## src/rtl/approx_mult_pkg.sv

```systemverilog
// approx_mult_pkg
//   Shared definitions for the approximate multiplier pipeline:
//   - mode encodings carried alongside each operand beat
//   - comp_const(): compensation constant added in approximate mode
//   - params_ok(): elaboration-time legality check of the block parameters
package approx_mult_pkg;

  localparam logic MODE_EXACT  = 1'b0;
  localparam logic MODE_APPROX = 1'b1;

  localparam int WIDTH_MIN = 4;
  localparam int WIDTH_MAX = 16;

  // Compensation for the dropped low columns: half the weight of the
  // lowest kept column, i.e. 2^(k-1); nothing to compensate when k = 0.
  function automatic logic [31:0] comp_const(input int k);
    return (k >= 1) ? (32'd1 << (k - 1)) : 32'd0;
  endfunction

  function automatic bit params_ok(input int width, input int trunc_k,
                                   input int pipe_mid, input int cnt_w);
    return (width >= WIDTH_MIN) && (width <= WIDTH_MAX) &&
           (trunc_k >= 0) && (trunc_k <= width) &&
           ((pipe_mid == 0) || (pipe_mid == 1)) && (cnt_w >= 1);
  endfunction

endpackage

```

## src/rtl/approx_mult_pipe_core.sv

```systemverilog
// approx_mult_core
//   Purely combinational multiplier datapath, split into two halves so the
//   wrapper can optionally register between them:
//   - reduction half : a_i, b_i, mode_i -> sum_o (sum of partial-product
//                      rows, low TRUNC_K columns masked in approximate mode)
//                      and add_c_o (compensation constant must be added)
//   - final-add half : sum_i, add_c_i -> p_o (sum plus optional constant)
module approx_mult_core
  import approx_mult_pkg::*;
#(
  parameter int WIDTH   = 8,
  parameter int TRUNC_K = 4
) (
  input  logic [WIDTH-1:0]   a_i,
  input  logic [WIDTH-1:0]   b_i,
  input  logic               mode_i,
  output logic [2*WIDTH-1:0] sum_o,
  output logic               add_c_o,
  input  logic [2*WIDTH-1:0] sum_i,
  input  logic               add_c_i,
  output logic [2*WIDTH-1:0] p_o
);

  localparam int PW = 2 * WIDTH;

  // Row i of the partial-product array is b << i, so its bit positions are
  // already the product columns i+j; masking a row by column drops exactly
  // the terms with i+j < TRUNC_K.
  localparam logic [PW-1:0] COL_MASK = ~((PW'(1) << TRUNC_K) - PW'(1));
  localparam logic [PW-1:0] C_VAL    = PW'(comp_const(TRUNC_K));

  logic [PW-1:0] row;

  always_comb begin
    sum_o = '0;
    row   = '0;
    for (int i = 0; i < WIDTH; i++) begin
      row = a_i[i] ? (PW'(b_i) << i) : '0;
      if (mode_i == MODE_APPROX) begin
        row = row & COL_MASK;
      end
      sum_o = sum_o + row;
    end
  end

  // A zero operand must give a zero product, so the constant is suppressed.
  assign add_c_o = (mode_i == MODE_APPROX) && (a_i != '0) && (b_i != '0);

  assign p_o = sum_i + (add_c_i ? C_VAL : '0);

endmodule

```

## src/rtl/approx_mult_pipe.sv

```systemverilog
// approx_mult_pipe
//   Pipelined exact/approximate unsigned multiplier with valid/ready
//   handshakes and a completed-transaction counter.
//   Ports:
//     clk, rst_n                    clock, async active-low reset
//     in_valid/in_ready             operand beat handshake
//     in_a, in_b, in_mode           operands and mode (0 exact, 1 approx)
//     out_valid/out_ready           result beat handshake
//     out_p, out_mode               product and the mode it was built with
//     txn_count                     results taken at the output (wraps)
//   Stages: operand register -> [optional mid register] -> output register.
//
//   Handshake: a beat moves across an interface on a cycle where valid and
//   ready are both high. The whole pipe advances together when
//   adv = !out_valid | out_ready; in_ready equals adv and never depends on
//   in_valid. When adv is low every stage (data and valid bit) holds, so the
//   output is stable under backpressure; bubbles travel like beats.
module approx_mult_pipe
  import approx_mult_pkg::*;
#(
  parameter int WIDTH    = 8,
  parameter int TRUNC_K  = 4,
  parameter int PIPE_MID = 0,
  parameter int CNT_W    = 32
) (
  input  logic               clk,
  input  logic               rst_n,
  input  logic               in_valid,
  output logic               in_ready,
  input  logic [WIDTH-1:0]   in_a,
  input  logic [WIDTH-1:0]   in_b,
  input  logic               in_mode,
  output logic               out_valid,
  input  logic               out_ready,
  output logic [2*WIDTH-1:0] out_p,
  output logic               out_mode,
  output logic [CNT_W-1:0]   txn_count
);

  localparam int PW = 2 * WIDTH;

  if (!params_ok(WIDTH, TRUNC_K, PIPE_MID, CNT_W)) begin : g_bad_params
    $error("approx_mult_pipe: illegal WIDTH/TRUNC_K/PIPE_MID/CNT_W");
  end

  logic adv;

  // Operand stage
  logic             s0_valid_q;
  logic [WIDTH-1:0] s0_a_q;
  logic [WIDTH-1:0] s0_b_q;
  logic             s0_mode_q;

  always_ff @(posedge clk or negedge rst_n) begin
    if (!rst_n) begin
      s0_valid_q <= 1'b0;
      s0_a_q     <= '0;
      s0_b_q     <= '0;
      s0_mode_q  <= MODE_EXACT;
    end else if (adv) begin
      s0_valid_q <= in_valid;
      s0_a_q     <= in_a;
      s0_b_q     <= in_b;
      s0_mode_q  <= in_mode;
    end
  end

  logic [PW-1:0] red_sum;
  logic          red_add_c;
  logic [PW-1:0] mid_sum;
  logic          mid_add_c;
  logic          mid_valid;
  logic          mid_mode;
  logic [PW-1:0] out_p_d;

  approx_mult_core #(
    .WIDTH  (WIDTH),
    .TRUNC_K(TRUNC_K)
  ) u_core (
    .a_i    (s0_a_q),
    .b_i    (s0_b_q),
    .mode_i (s0_mode_q),
    .sum_o  (red_sum),
    .add_c_o(red_add_c),
    .sum_i  (mid_sum),
    .add_c_i(mid_add_c),
    .p_o    (out_p_d)
  );

  // Optional register between reduction and final add
  if (PIPE_MID != 0) begin : g_mid
    logic          mid_valid_q;
    logic          mid_mode_q;
    logic          mid_add_c_q;
    logic [PW-1:0] mid_sum_q;

    always_ff @(posedge clk or negedge rst_n) begin
      if (!rst_n) begin
        mid_valid_q <= 1'b0;
        mid_mode_q  <= MODE_EXACT;
        mid_add_c_q <= 1'b0;
        mid_sum_q   <= '0;
      end else if (adv) begin
        mid_valid_q <= s0_valid_q;
        mid_mode_q  <= s0_mode_q;
        mid_add_c_q <= red_add_c;
        mid_sum_q   <= red_sum;
      end
    end

    assign mid_valid = mid_valid_q;
    assign mid_mode  = mid_mode_q;
    assign mid_add_c = mid_add_c_q;
    assign mid_sum   = mid_sum_q;
  end else begin : g_no_mid
    assign mid_valid = s0_valid_q;
    assign mid_mode  = s0_mode_q;
    assign mid_add_c = red_add_c;
    assign mid_sum   = red_sum;
  end

  // Output stage and counter
  logic             out_valid_q;
  logic             out_mode_q;
  logic [PW-1:0]    out_p_q;
  logic [CNT_W-1:0] txn_count_q;
  logic [CNT_W-1:0] txn_count_d;

  assign txn_count_d = (out_valid_q && out_ready) ? txn_count_q + CNT_W'(1)
                                                  : txn_count_q;

  always_ff @(posedge clk or negedge rst_n) begin
    if (!rst_n) begin
      out_valid_q <= 1'b0;
      out_mode_q  <= MODE_EXACT;
      out_p_q     <= '0;
      txn_count_q <= '0;
    end else begin
      txn_count_q <= txn_count_d;
      if (adv) begin
        out_valid_q <= mid_valid;
        out_mode_q  <= mid_mode;
        out_p_q     <= out_p_d;
      end
    end
  end

  assign adv       = !out_valid_q || out_ready;
  assign in_ready  = adv;
  assign out_valid = out_valid_q;
  assign out_p     = out_p_q;
  assign out_mode  = out_mode_q;
  assign txn_count = txn_count_q;

endmodule

```

## config.mk

```make
export PLATFORM = sky130hd
export DESIGN_NAME = approx_mult_pipe
export DESIGN_NICKNAME = d
export VERILOG_FILES = /design/src/rtl/approx_mult_pkg.sv /design/src/rtl/approx_mult_pipe_core.sv /design/src/rtl/approx_mult_pipe.sv
export SDC_FILE = /design/constraint.sdc
export NUM_CORES = 1
export LEC_CHECK = 0
export ABC_AREA = 1
export CAP_MARGIN = 25
export CORE_MARGIN = 2
export CORE_UTILIZATION = 40
export CTS_CLUSTER_SIZE = 8
export DETAILED_ROUTE_END_ITERATION = 16
export GPL_TIMING_DRIVEN = 0
export HOLD_SLACK_MARGIN = 0.06
export PLACE_DENSITY = 0.57
export SYNTH_ARGS = -nofsm -noshare
export SYNTH_HDL_FRONTEND = slang
export SYNTH_SLANG_ARGS = --single-unit
```

## constraint.sdc

```tcl
create_clock -name clk -period 5.9 [get_ports clk]
set_input_delay 1.77 -clock clk [delete_from_list [all_inputs] [get_ports clk]]
set_output_delay 1.77 -clock clk [all_outputs]
set_load 0.005 [all_outputs]
```

==> results of run 1 <==
==> repair_timing <==
| action | 4_1_cts | 5_1_grt |
|---|---|---|
| endpoints found under the hold margin | 0 | 0 |
| setup endpoints to repair | 0 | 3 |
| gates resized for setup | 0 | 2 |
==> layout make-up <==
type	instances	area share, %
Multi-Input combinational cell	473	46.3
Sequential cell	68	26.0
Timing Repair Buffer	71	10.8
Inverter	140	8.04
Clock buffer	13	4.13
Tap cell	176	3.37
Buffer	17	1.01
Clock inverter	3	0.306
==> metrics by stage <==
| step | hold slack [ns] | total power [µW] | setup slack, ns | utilization, % | cell area, µm² |
|---|---|---|---|---|---|
| floorplan | 0.420 | 1480 | 0.848 | - | 5320 |
| global placement | 0.451 | 1840 | 0.259 | 47.7 | 6250 |
| detailed placement | 0.450 | 1880 | 0.248 | 47.7 | 6240 |
| CTS | 0.459 | 2410 | 0.172 | 49.9 | 6530 |
| global route | 0.500 | 2630 | 0.0772 | 50.0 | 6540 |
| finish | 0.460 | 2390 | 0.322 | 50.0 | 6540 |
==> placed cells by master, fill, tap and decap left out, types with 17 or more instances in the layout <==
cell / netlist / final
nand2_1: 234 / 234
inv_1: 138 / 138
clkdlybuf4s50_1: 0 / 70
dfrtp_1: 68 / 68
fa_1: 35 / 35
ha_1: 34 / 34
nand3_1: 32 / 32
nor2_1: 32 / 32
o21ai_0: 18 / 17
==> power groups by stage <==
stage	Sequential (µW)	Combinational (µW)	Clock, µW
after floorplan	622	855	0
after global placement	629	1210	0
after CTS	624	1250	535
after detailed placement	632	1240	0
after global routing	633	1440	552
final	622	1240	525
==> worst max-delay path: stages <==
cell and delay (ns):
clkdlybuf4s50_1 0.47, nor2_2 0.44, inv_2 0.23, clkbuf_1 0.34, clkdlybuf4s50_1 0.55
==> routing by layer <==
metal  vias to the layer above  track usage [%]
li1                       2280                -
met1                      2079             23.5
met2                        96             33.3
met3                        18             3.11
met4                         0             5.43
met5                         -                0
==> worst min path at each step <==
stage / to
after floorplan: out_valid
after global placement: out_valid
after detailed placement: out_valid
after CTS: out_valid
after global routing: out_p[2]
final: out_valid
==> flip-flops by register name, summed over array words and instances, names as in the netlist <==
| name | count |
|---|---|
| out_valid | 1 |
| s0_a_q | 8 |
| s0_b_q | 8 |
| mid_mode | 1 |
| out_p | 16 |
| out_mode | 1 |
| mid_valid | 1 |
| txn_count | 32 |
==> logic make-up (layout without fill, tap and decap cells) <==
family,Yosys count,count (layout),share of synthesized area (%)
compound gates,37,37,3.72
xor+xnor,26,26,4.28
fa+ha+maj,69,69,21.2
buf+inv,157,244,11.1
flops,68,68,32.0
simple gates,341,341,27.7
==> reports/results.tsv, run 1 <==
stage	metric	value	unit
floorplanning	site row count	42	
synth	Synth cell types	31	
drt	DR WL/cell	13.1	µm
layout	share of post-route cells with drive strength above 1	4.71	%
drt	drt drc	0	
power	Clk network pwr share	22.0	%
power	Leak	0.00347	µW
clocking	clock slew at reported path FFs	0.06	ns
layout	area delta synth->final	23.0	%
placement	GPL Wtd Cong	0.890	
power	Pint	1410	µW
critical_path	crit path to	in_ready	
grt	number of global-route vias before repair	4626	
clocking	clock latency on the worst-skew pair	0.33	ns
synth	Synth Instances	698	
job	max cap viols	0	
floorplanning	Die H	119	µm
synth	EDFF count, synth	0	
critical_path	critical path data arrival time	3.81	ns
layout	Fillers	1308	
grt	first-pass GRT wire length	21.5	mm
drt	drt via density	4.65	
clocking	CTS Sinks	68	
synth	post-synthesis sequential area ratio	32.0	%
placement	port buffer count	71	
drt	Via Count	4473	
drt	top routing layer used	met4	
sta	period utilization	94.5	%
clocking	clock tree from TritonCTS	done	
synth	Synthesized Nets	788	
synth	post-synthesis cell area	5320	µm²
critical_path	CP Max Fanout	10	
drt	post-route ant nets	0	
synth	Yosys top cell area share	32.0	%
synth	asr flop ratio synth	100	%
layout	nets@finish	870	
layout	n_diodes	0	
synth	synth cell count leaders	234 x nand2_1, 138 x inv_1, 68 x dfrtp_1	
clocking	# H-tree levels	3	
floorplanning	die width	119	µm
sta	setup TNS	0	ns
floorplanning	Core Area	13100	µm²
critical_path	Worst R2R Path Depth	24	
sta	Slew @ Worst Pin	0.864	ns
worst_hold_path	worst min-delay path class	reg -> reg	
placement	DP HPWL	9.77	mm
power	Net Sw Frac	40.7	%
outcome	status	finished clean	
clocking	CTS max path bufs	2	
synth	Synth Flop Type	dfrtp_1	
critical_path	critical path class	in -> out	
drt	WL met3	470	µm
clocking	hold_buf cts	0	
synth	cell with the most instances after synthesis	nand2_1	
grt	initial antenna violation count	0	
synth	top cells by area, synth	dfrtp_1 32%, nand2_1 17%, fa_1 13%	
sta	Slew HR	42.4	%
critical_path	CP endpoint kind	output pin	
critical_path	crit path from	out_ready	
power	Reg power frac	26.1	%
critical_path	FF-to-FF Start	s0_b_q[0]	
power	Sw Pwr	971	µW
sta	RSZ-0062 raised after global routing	no	
layout	Non-Filler Instances	961	
worst_hold_path	hold path depth	2	
synth	Ys Warns	0	
layout	Reg area	1700	µm²
clocking	total CTS buffers	9	
placement	Inst Count DP	945	
drt	first-pass iteration count of the detailed router	5	
floorplanning	Die ar.	14200	µm²
sta	Max Clk Rate	179	MHz
grt	largest net degree at the start of global routing	69	
sta	Final Setup Violations	0	
critical_path	FF-to-FF End	out_p[12]	
worst_hold_path	min-delay src	mid_valid	
drt	WL final	12.6	mm
clocking	Post CTS Setup Buffer Count	0	
sta	Hold Vio Cnt, Final	0	
sta	Final Critical Period	5.58	ns
synth	Seq cells post-synth	68	
power	combinational power share	51.9	%
critical_path	R2R setup slack	0.41	ns
grt	GR Overflow Total	0	
floorplanning	# IOs	72	
layout	multi-input logic area	3030	µm²
drt	Iter 0 DRT Violations	278	
grt	gr usage total	18.8	%
critical_path	type of origin of the critical path	primary input	
floorplanning	Initial Util	40.6	%
power	Cell Pwr Density	365	nW/µm²
sta	Slew Limit Fails	0	
power	Max VDD drop	0.184	mV
drt	M1 wire length	5.54	mm
critical_path	required time worst endpoint	4.13	ns
sta	Clock Skews	0.00659	ns
synth	Syn Area/Cell	7.61	µm²
drt	WL met2	6.33	mm
synth	Synth area leader	dfrtp_1	
clocking	Root Driver	clkbuf_16	
(Power assumes the default switching activity.)
==> run 2: changes to the inputs <==
--- a/config.mk
+++ b/config.mk
@@ -11,9 +11,10 @@
 export CORE_UTILIZATION = 40
 export CTS_CLUSTER_SIZE = 8
 export DETAILED_ROUTE_END_ITERATION = 16
+export DONT_BUFFER_PORTS = 1
 export GPL_TIMING_DRIVEN = 0
 export HOLD_SLACK_MARGIN = 0.06
-export PLACE_DENSITY = 0.57
+export PLACE_DENSITY = 0.5
 export SYNTH_ARGS = -nofsm -noshare
 export SYNTH_HDL_FRONTEND = slang
 export SYNTH_SLANG_ARGS = --single-unit
==> run 2 against run 1 <==
Against the previous run: clock skew decreased by 0.0010 ns; die area unchanged; hold slack improved by 0.016 ns; wire length down 2.2%; critical path depth grew 19; design area is 11% lower; first-iteration DRC count fell by 32%; core utilization down 5.4 points; critical endpoint is now out_p[12].
==> reports/results.tsv, run 2 (synthesis results as in run 1) <==
stage	metric	value	unit	change
sta	setup TNS	0	ns	unchanged
critical_path	highest-delay cell along the critical path	fa_1		
critical_path	required time worst endpoint	6.13	ns	+2.00 ns
drt	WL final	12.3	mm	-2.2%
grt	number of global-route vias before repair	4139		-11%
clocking	Post CTS Setup Buffer Count	0		unchanged
power	Leak	0.00321	µW	-7.6%
floorplanning	site row count	42		unchanged
drt	Via Count	4237		-5.3%
power	Max VDD drop	0.159	mV	-14%
floorplanning	die width	119	µm	unchanged
critical_path	CP endpoint kind	flip-flop		
sta	Max Clk Rate	181	MHz	+0.74%
clocking	clock slew at reported path FFs	0.06	ns	about the same
drt	drt drc	0		unchanged
drt	first-pass iteration count of the detailed router	4		-1
power	total power	2250	µW	-5.7%
grt	gr usage total	18.3	%	-0.51 points
floorplanning	Initial Util	40.6	%	unchanged
drt	DR WL/cell	13.8	µm	+5.6%
layout	area delta synth->final	9.82	%	
clocking	clock latency on the worst-skew pair	0.33	ns	about the same
sta	Clock Skews	0.00555	ns	-0.00104 ns
job	max cap viols	0		unchanged
sta	final setup margin	0.363	ns	+0.0410 ns
critical_path	Largest stage delay, worst path	0.58	ns	+0.03 ns
layout	most common cell after layout, fill and taps aside	nand2_1		
layout	nets@finish	799		-8.2%
layout	post-route cell area	5840	µm²	-11%
floorplanning	# IOs	72		unchanged
clocking	Root Driver	clkbuf_16		
placement	port buffer count	0		-100%
drt	drt via density	4.76		+2.3%
layout	commonest cells after routing, fill and taps aside	234 x nand2_1, 138 x inv_1, 68 x dfrtp_1		
placement	GPL Wtd Cong	0.829		-6.9%
critical_path	critical path class	reg -> reg		
floorplanning	Die ar.	14200	µm²	unchanged
sta	RSZ-0062 raised after global routing	no		
layout	share of post-route cells with drive strength above 1	5.04	%	+0.33 points
clocking	CTS max path bufs	2		unchanged
clocking	post-cts resize count	0		unchanged
layout	Finished Core Util	44.6	%	-5.4 points
sta	Slew @ Worst Pin	0.704	ns	-0.160 ns
floorplanning	Die H	119	µm	unchanged
sta	period utilization	93.8	%	-0.69 points
critical_path	CP Buf/Inv Count	6		+2
drt	Iter 0 DRT Violations	188		-32%
grt	initial antenna violation count	0		unchanged
sta	Final Setup Violations	0		unchanged
grt	GR Overflow Total	0		unchanged
placement	pre-CTS setup slack	0.231	ns	-0.0166 ns
layout	max reg flops	32		unchanged
sta	Final Critical Period	5.54	ns	-0.0410 ns
placement	DP HPWL	9.63	mm	-1.4%
placement	Post-Place Cell Area	5540	µm²	-11%
critical_path	CP delay by family, top	adder cells		
power	Cell Pwr Density	386	nW/µm²	+5.6%
clocking	# H-tree levels	3		unchanged
critical_path	CP Max Fanout	5		-5
clocking	hold_buf cts	0		unchanged
critical_path	critical path data arrival time	5.76	ns	+1.95 ns
critical_path	type of origin of the critical path	flip-flop		
sta	Slew HR	53.1	%	+11 points
sta	Slew Limit Fails	0		unchanged
grt	first-pass GRT wire length	20.7	mm	-3.8%
floorplanning	Core Area	13100	µm²	unchanged
critical_path	critical path cell sequence	inv_1 > nor2_1 > inv_1 > nor2_1 > ha_1 > inv_1 > fa_1 > inv_1 > nand4_1 > o211ai_1 > xnor2_1 > fa_1 > fa_1 > fa_1 > inv_1 > fa_1 > inv_1 > fa_1 > o21ai_1 > nand2_1 > nand2_1 > nand2_1 > nand3_1 > nand2_1		
grt	largest net degree at the start of global routing	69		unchanged
clocking	CTS Sinks	68		unchanged
worst_hold_path	worst min-delay path class	reg -> reg		
layout	n_diodes	0		unchanged
drt	post-route ant nets	0		unchanged
clocking	clock tree from TritonCTS	done		
outcome	status	finished clean		
sta	Hold Vio Cnt, Final	0		unchanged
clocking	total CTS buffers	9		unchanged
==> run 2: changes by cell type in the layout (fill, tap and decap cells not counted), sizes merged <==
| cell | previous run | this run |
|---|---|---|
| inv | 140 | 141 |
| buf | 3 | 2 |
| clkinv | 1 | 3 |
| clkbuf | 28 | 24 |
| clkdlybuf4s50 | 70 | 0 |
| bufinv | 0 | 1 |
==> run 2: layer usage <==
metal	GRT usage (%)	share of wire, %
met5	0	0
met3	4.12	4.4
met1	22.2	43
met2	32.5	51
met4	5.06	1.3
==> run 2: worst paths after layout <==
path	start	to	slack (ns)	depth (start not counted)
worst max-delay path	s0_b_q[0]	out_p[12]	0.36	24
worst min-delay path	mid_valid	out_valid	0.48	2
worst max register to register	s0_b_q[0]	out_p[12]	0.36	24
worst min register to register	mid_valid	out_valid	0.48	2
max in group asynchronous	rst_n	s0_b_q[3]	4.65	0
min in group asynchronous	rst_n	txn_count[5]	1.13	0
==> run 2: cell type report <==
class | instances | area [µm²]
Tap cell | 176 | 220
Sequential cell | 68 | 1700
Clock buffer | 9 | 225
Buffer | 17 | 66.3
Fill cell | 1357 | 7250
Clock inverter | 7 | 76.3
Multi-Input combinational cell | 473 | 3020
Inverter | 140 | 526
==> run 2: report_power, final <==
part           internal [µW]  leakage (µW)  total, µW  switching, µW
registers                557      0.000850        640           82.5
clock network            329      0.000142        548            218
logic                    416       0.00221       1060            647
total                   1300       0.00321       2250            947
==> run 2: tightest hold or removal path, cell delays in order (launching register included) <==
cell	delay, ns
dfrtp_1	0.32
inv_1	0.04
nand2_1	0.07
==> run 2: through the flow <==
stage / std cells / hold WS [ns]
detailed placement: 874 / 0.473
CTS: 890 / 0.494
global route: 890 / 0.504
finish: 890 / 0.476
floorplan: 698 / 0.420
global placement: 874 / 0.474
==> run 3: changes to the inputs <==
--- a/config.mk
+++ b/config.mk
@@ -14,7 +14,8 @@
 export DONT_BUFFER_PORTS = 1
 export GPL_TIMING_DRIVEN = 0
 export HOLD_SLACK_MARGIN = 0.06
-export PLACE_DENSITY = 0.5
+export PLACE_DENSITY = 0.63
+export REMOVE_ABC_BUFFERS = 1
 export SYNTH_ARGS = -nofsm -noshare
 export SYNTH_HDL_FRONTEND = slang
 export SYNTH_SLANG_ARGS = --single-unit
==> run 3 against run 2 <==
Against the previous run: first-iteration DRC count rose by 41%; critical endpoint is now out_p[14]; sequential share of layout area rose by 0.19 points; die area did not move.
==> reports/results.tsv, run 3 (synthesis results as in run 1) <==
stage	metric	value	unit	change
critical_path	CP Max Fanout	5		unchanged
layout	Non-Filler Instances	873		-1.9%
layout	area delta synth->final	9.11	%	
layout	nets@finish	783		-2.0%
power	Reg power frac	29.6	%	+1.2 points
grt	largest net degree at the start of global routing	69		unchanged
placement	port buffer count	0		unchanged
sta	RSZ-0062 raised after global routing	no		
sta	Hold Vio Cnt, Final	0		unchanged
layout	share of post-route cells with drive strength above 1	4.73	%	-0.31 points
grt	first-pass GRT wire length	19.6	mm	-5.1%
grt	initial antenna violation count	0		unchanged
drt	WL final	11.3	mm	-8.3%
power	combinational power share	45.7	%	-1.5 points
placement	DP HPWL	8.66	mm	-10%
layout	multi-input logic area	3020	µm²	unchanged
critical_path	CP endpoint kind	flip-flop		
critical_path	critical path cell sequence	inv_1 > nor2_1 > inv_1 > nor2_1 > ha_1 > inv_1 > fa_1 > inv_1 > nand4_1 > o211ai_1 > xnor2_1 > fa_1 > fa_1 > fa_1 > inv_1 > fa_1 > inv_1 > fa_1 > o21ai_1 > nand2_1 > nand2_1 > nand2_1 > nand3_1 > nand2_1		
sta	Final Critical Period	5.51	ns	-0.0294 ns
clocking	CTS Sinks	68		unchanged
power	Clk network pwr share	24.7	%	+0.4 points
sta	Final Setup Violations	0		unchanged
floorplanning	Die H	119	µm	unchanged
drt	drt drc	0		unchanged
layout	most common cell after layout, fill and taps aside	nand2_1		
clocking	CTS max path bufs	2		unchanged
critical_path	Largest stage delay, worst path	0.56	ns	-0.02 ns
job	max cap viols	0		unchanged
floorplanning	Core Area	13100	µm²	unchanged
layout	commonest cells after routing, fill and taps aside	234 x nand2_1, 138 x inv_1, 68 x dfrtp_1		
critical_path	required time worst endpoint	6.13	ns	about the same
power	Max VDD drop	0.164	mV	+3.2%
layout	Reg area	1700	µm²	unchanged
placement	GPL Wtd Cong	0.852		+2.9%
drt	Iter 0 DRT Violations	265		+41%
critical_path	critical path data arrival time	5.73	ns	-0.03 ns
sta	Slew @ Worst Pin	0.728	ns	+0.0243 ns
drt	post-route ant nets	0		unchanged
placement	Inst Count DP	858		-1.8%
worst_hold_path	worst min-delay path class	reg -> reg		
floorplanning	Die ar.	14200	µm²	unchanged
sta	setup TNS	0	ns	unchanged
clocking	total CTS buffers	9		unchanged
power	Cell Pwr Density	387	nW/µm²	+0.30%
layout	max reg flops	32		unchanged
layout	n_diodes	0		unchanged
floorplanning	die width	119	µm	unchanged
clocking	clock slew at reported path FFs	0.06	ns	about the same
grt	gr usage total	17.1	%	-1.2 points
critical_path	CP Buf/Inv Count	6		unchanged
clocking	Root Driver	clkbuf_16		
floorplanning	Initial Util	40.6	%	unchanged
sta	Max Clk Rate	182	MHz	+0.53%
drt	Via Count	4233		-0.094%
power	Leak	0.00320	µW	-0.29%
sta	Clock Skews	0.00741	ns	+0.00185 ns
sta	Slew Limit Fails	0		unchanged
floorplanning	# IOs	72		unchanged
grt	GR Overflow Total	0		unchanged
critical_path	type of origin of the critical path	flip-flop		
critical_path	critical path class	reg -> reg		
clocking	clock latency on the worst-skew pair	0.34	ns	about the same
sta	Slew HR	51.5	%	-1.6 points
grt	number of global-route vias before repair	4239		+2.4%
drt	DR WL/cell	12.9	µm	-6.5%
drt	drt via density	4.85		+1.9%
power	Sw Pwr	920	µW	-2.9%
floorplanning	site row count	42		unchanged
clocking	# H-tree levels	3		unchanged
clocking	clock tree from TritonCTS	done		
layout	Fillers	1310		-3.5%
power	Net Sw Frac	41.0	%	-1.1 points
outcome	status	finished clean		
power	Pint	1320	µW	+1.5%
critical_path	CP delay by family, top	adder cells		
sta	period utilization	93.3	%	-0.50 points
drt	first-pass iteration count of the detailed router	4		unchanged
critical_path	highest-delay cell along the critical path	fa_1		
[run 3: per-layer routing]
layer  GRT usage [%]  part of all wire (%)  up-vias
met4            6.99                   2.2        0
li1                -                     -     2110
met2            30.0                    50       81
met5               0                     0        -
met3            4.17                   5.9       18
met1            20.0                    41     2024
[run 3: final cells by class]
| class | instances | share of cell area (%) |
|---|---|---|
| Inverter | 140 | 9.06 |
| Clock buffer | 12 | 4.42 |
| Multi-Input combinational cell | 473 | 52.1 |
| Timing Repair Buffer | 1 | 0.475 |
| Clock inverter | 3 | 0.798 |
| Sequential cell | 68 | 29.3 |
| Tap cell | 176 | 3.80 |
[run 3: power groups by stage]
stage	clock, µW	combinational, µW	sequential (µW)
5_1_grt	581	1210	679
3_3_place_gp	0	1000	672
3_5_place_dp	0	1030	675
6_report	554	1030	663
2_1_floorplan	0	831	638
4_1_cts	567	1040	667
[run 3: stage by stage]
stage          util (%)  hold WS, ns  setup WS, ns  area (µm²)  power [µW]
2_1_floorplan         -        0.420         0.835        5250        1470
3_3_place_gp       41.8        0.429         0.259        5470        1680
3_5_place_dp       42.0        0.437         0.259        5500        1710
4_1_cts            44.3        0.452         0.230        5800        2270
5_1_grt            44.3        0.482        0.0443        5800        2470
6_report           44.3        0.447         0.393        5800        2240
[run 3: what timing repair did]
| action | 4_1_cts | 5_1_grt |
|---|---|---|
| resized for setup | 0 | 1 |
| hold buffers | 0 | 0 |
| buffers inserted | 0 | 0 |
| setup endpoints to repair | 0 | 2 |
[run 3: final timing paths]
path | from | to | slack (ns) | cells past startpoint
setup / recovery | s0_b_q[0] | out_p[14] | 0.39 | 24
hold / removal | mid_valid | out_valid | 0.45 | 2
setup reg to reg | s0_b_q[0] | out_p[14] | 0.39 | 24
hold reg to reg | mid_valid | out_valid | 0.45 | 2
max in group asynchronous | rst_n | txn_count[28] | 4.64 | 0
min in group asynchronous | rst_n | txn_count[3] | 1.13 | 0
[run 3: worst reg2reg max path: stages, from the launching register on]
cell and delay [ns]:
dfrtp_1 0.46, inv_1 0.14, nor2_1 0.15, inv_1 0.08, nor2_1 0.09, ha_1 0.18
inv_1 0.06, fa_1 0.40, inv_1 0.09, nand4_1 0.09, o211ai_1 0.14, xnor2_1 0.17
fa_1 0.48, fa_1 0.52, fa_1 0.54, inv_1 0.05, fa_1 0.56, inv_1 0.07
fa_1 0.45, o21ai_1 0.29, nand2_1 0.11, nand2_1 0.08, nand2_1 0.05, nand3_1 0.06
nand2_1 0.06
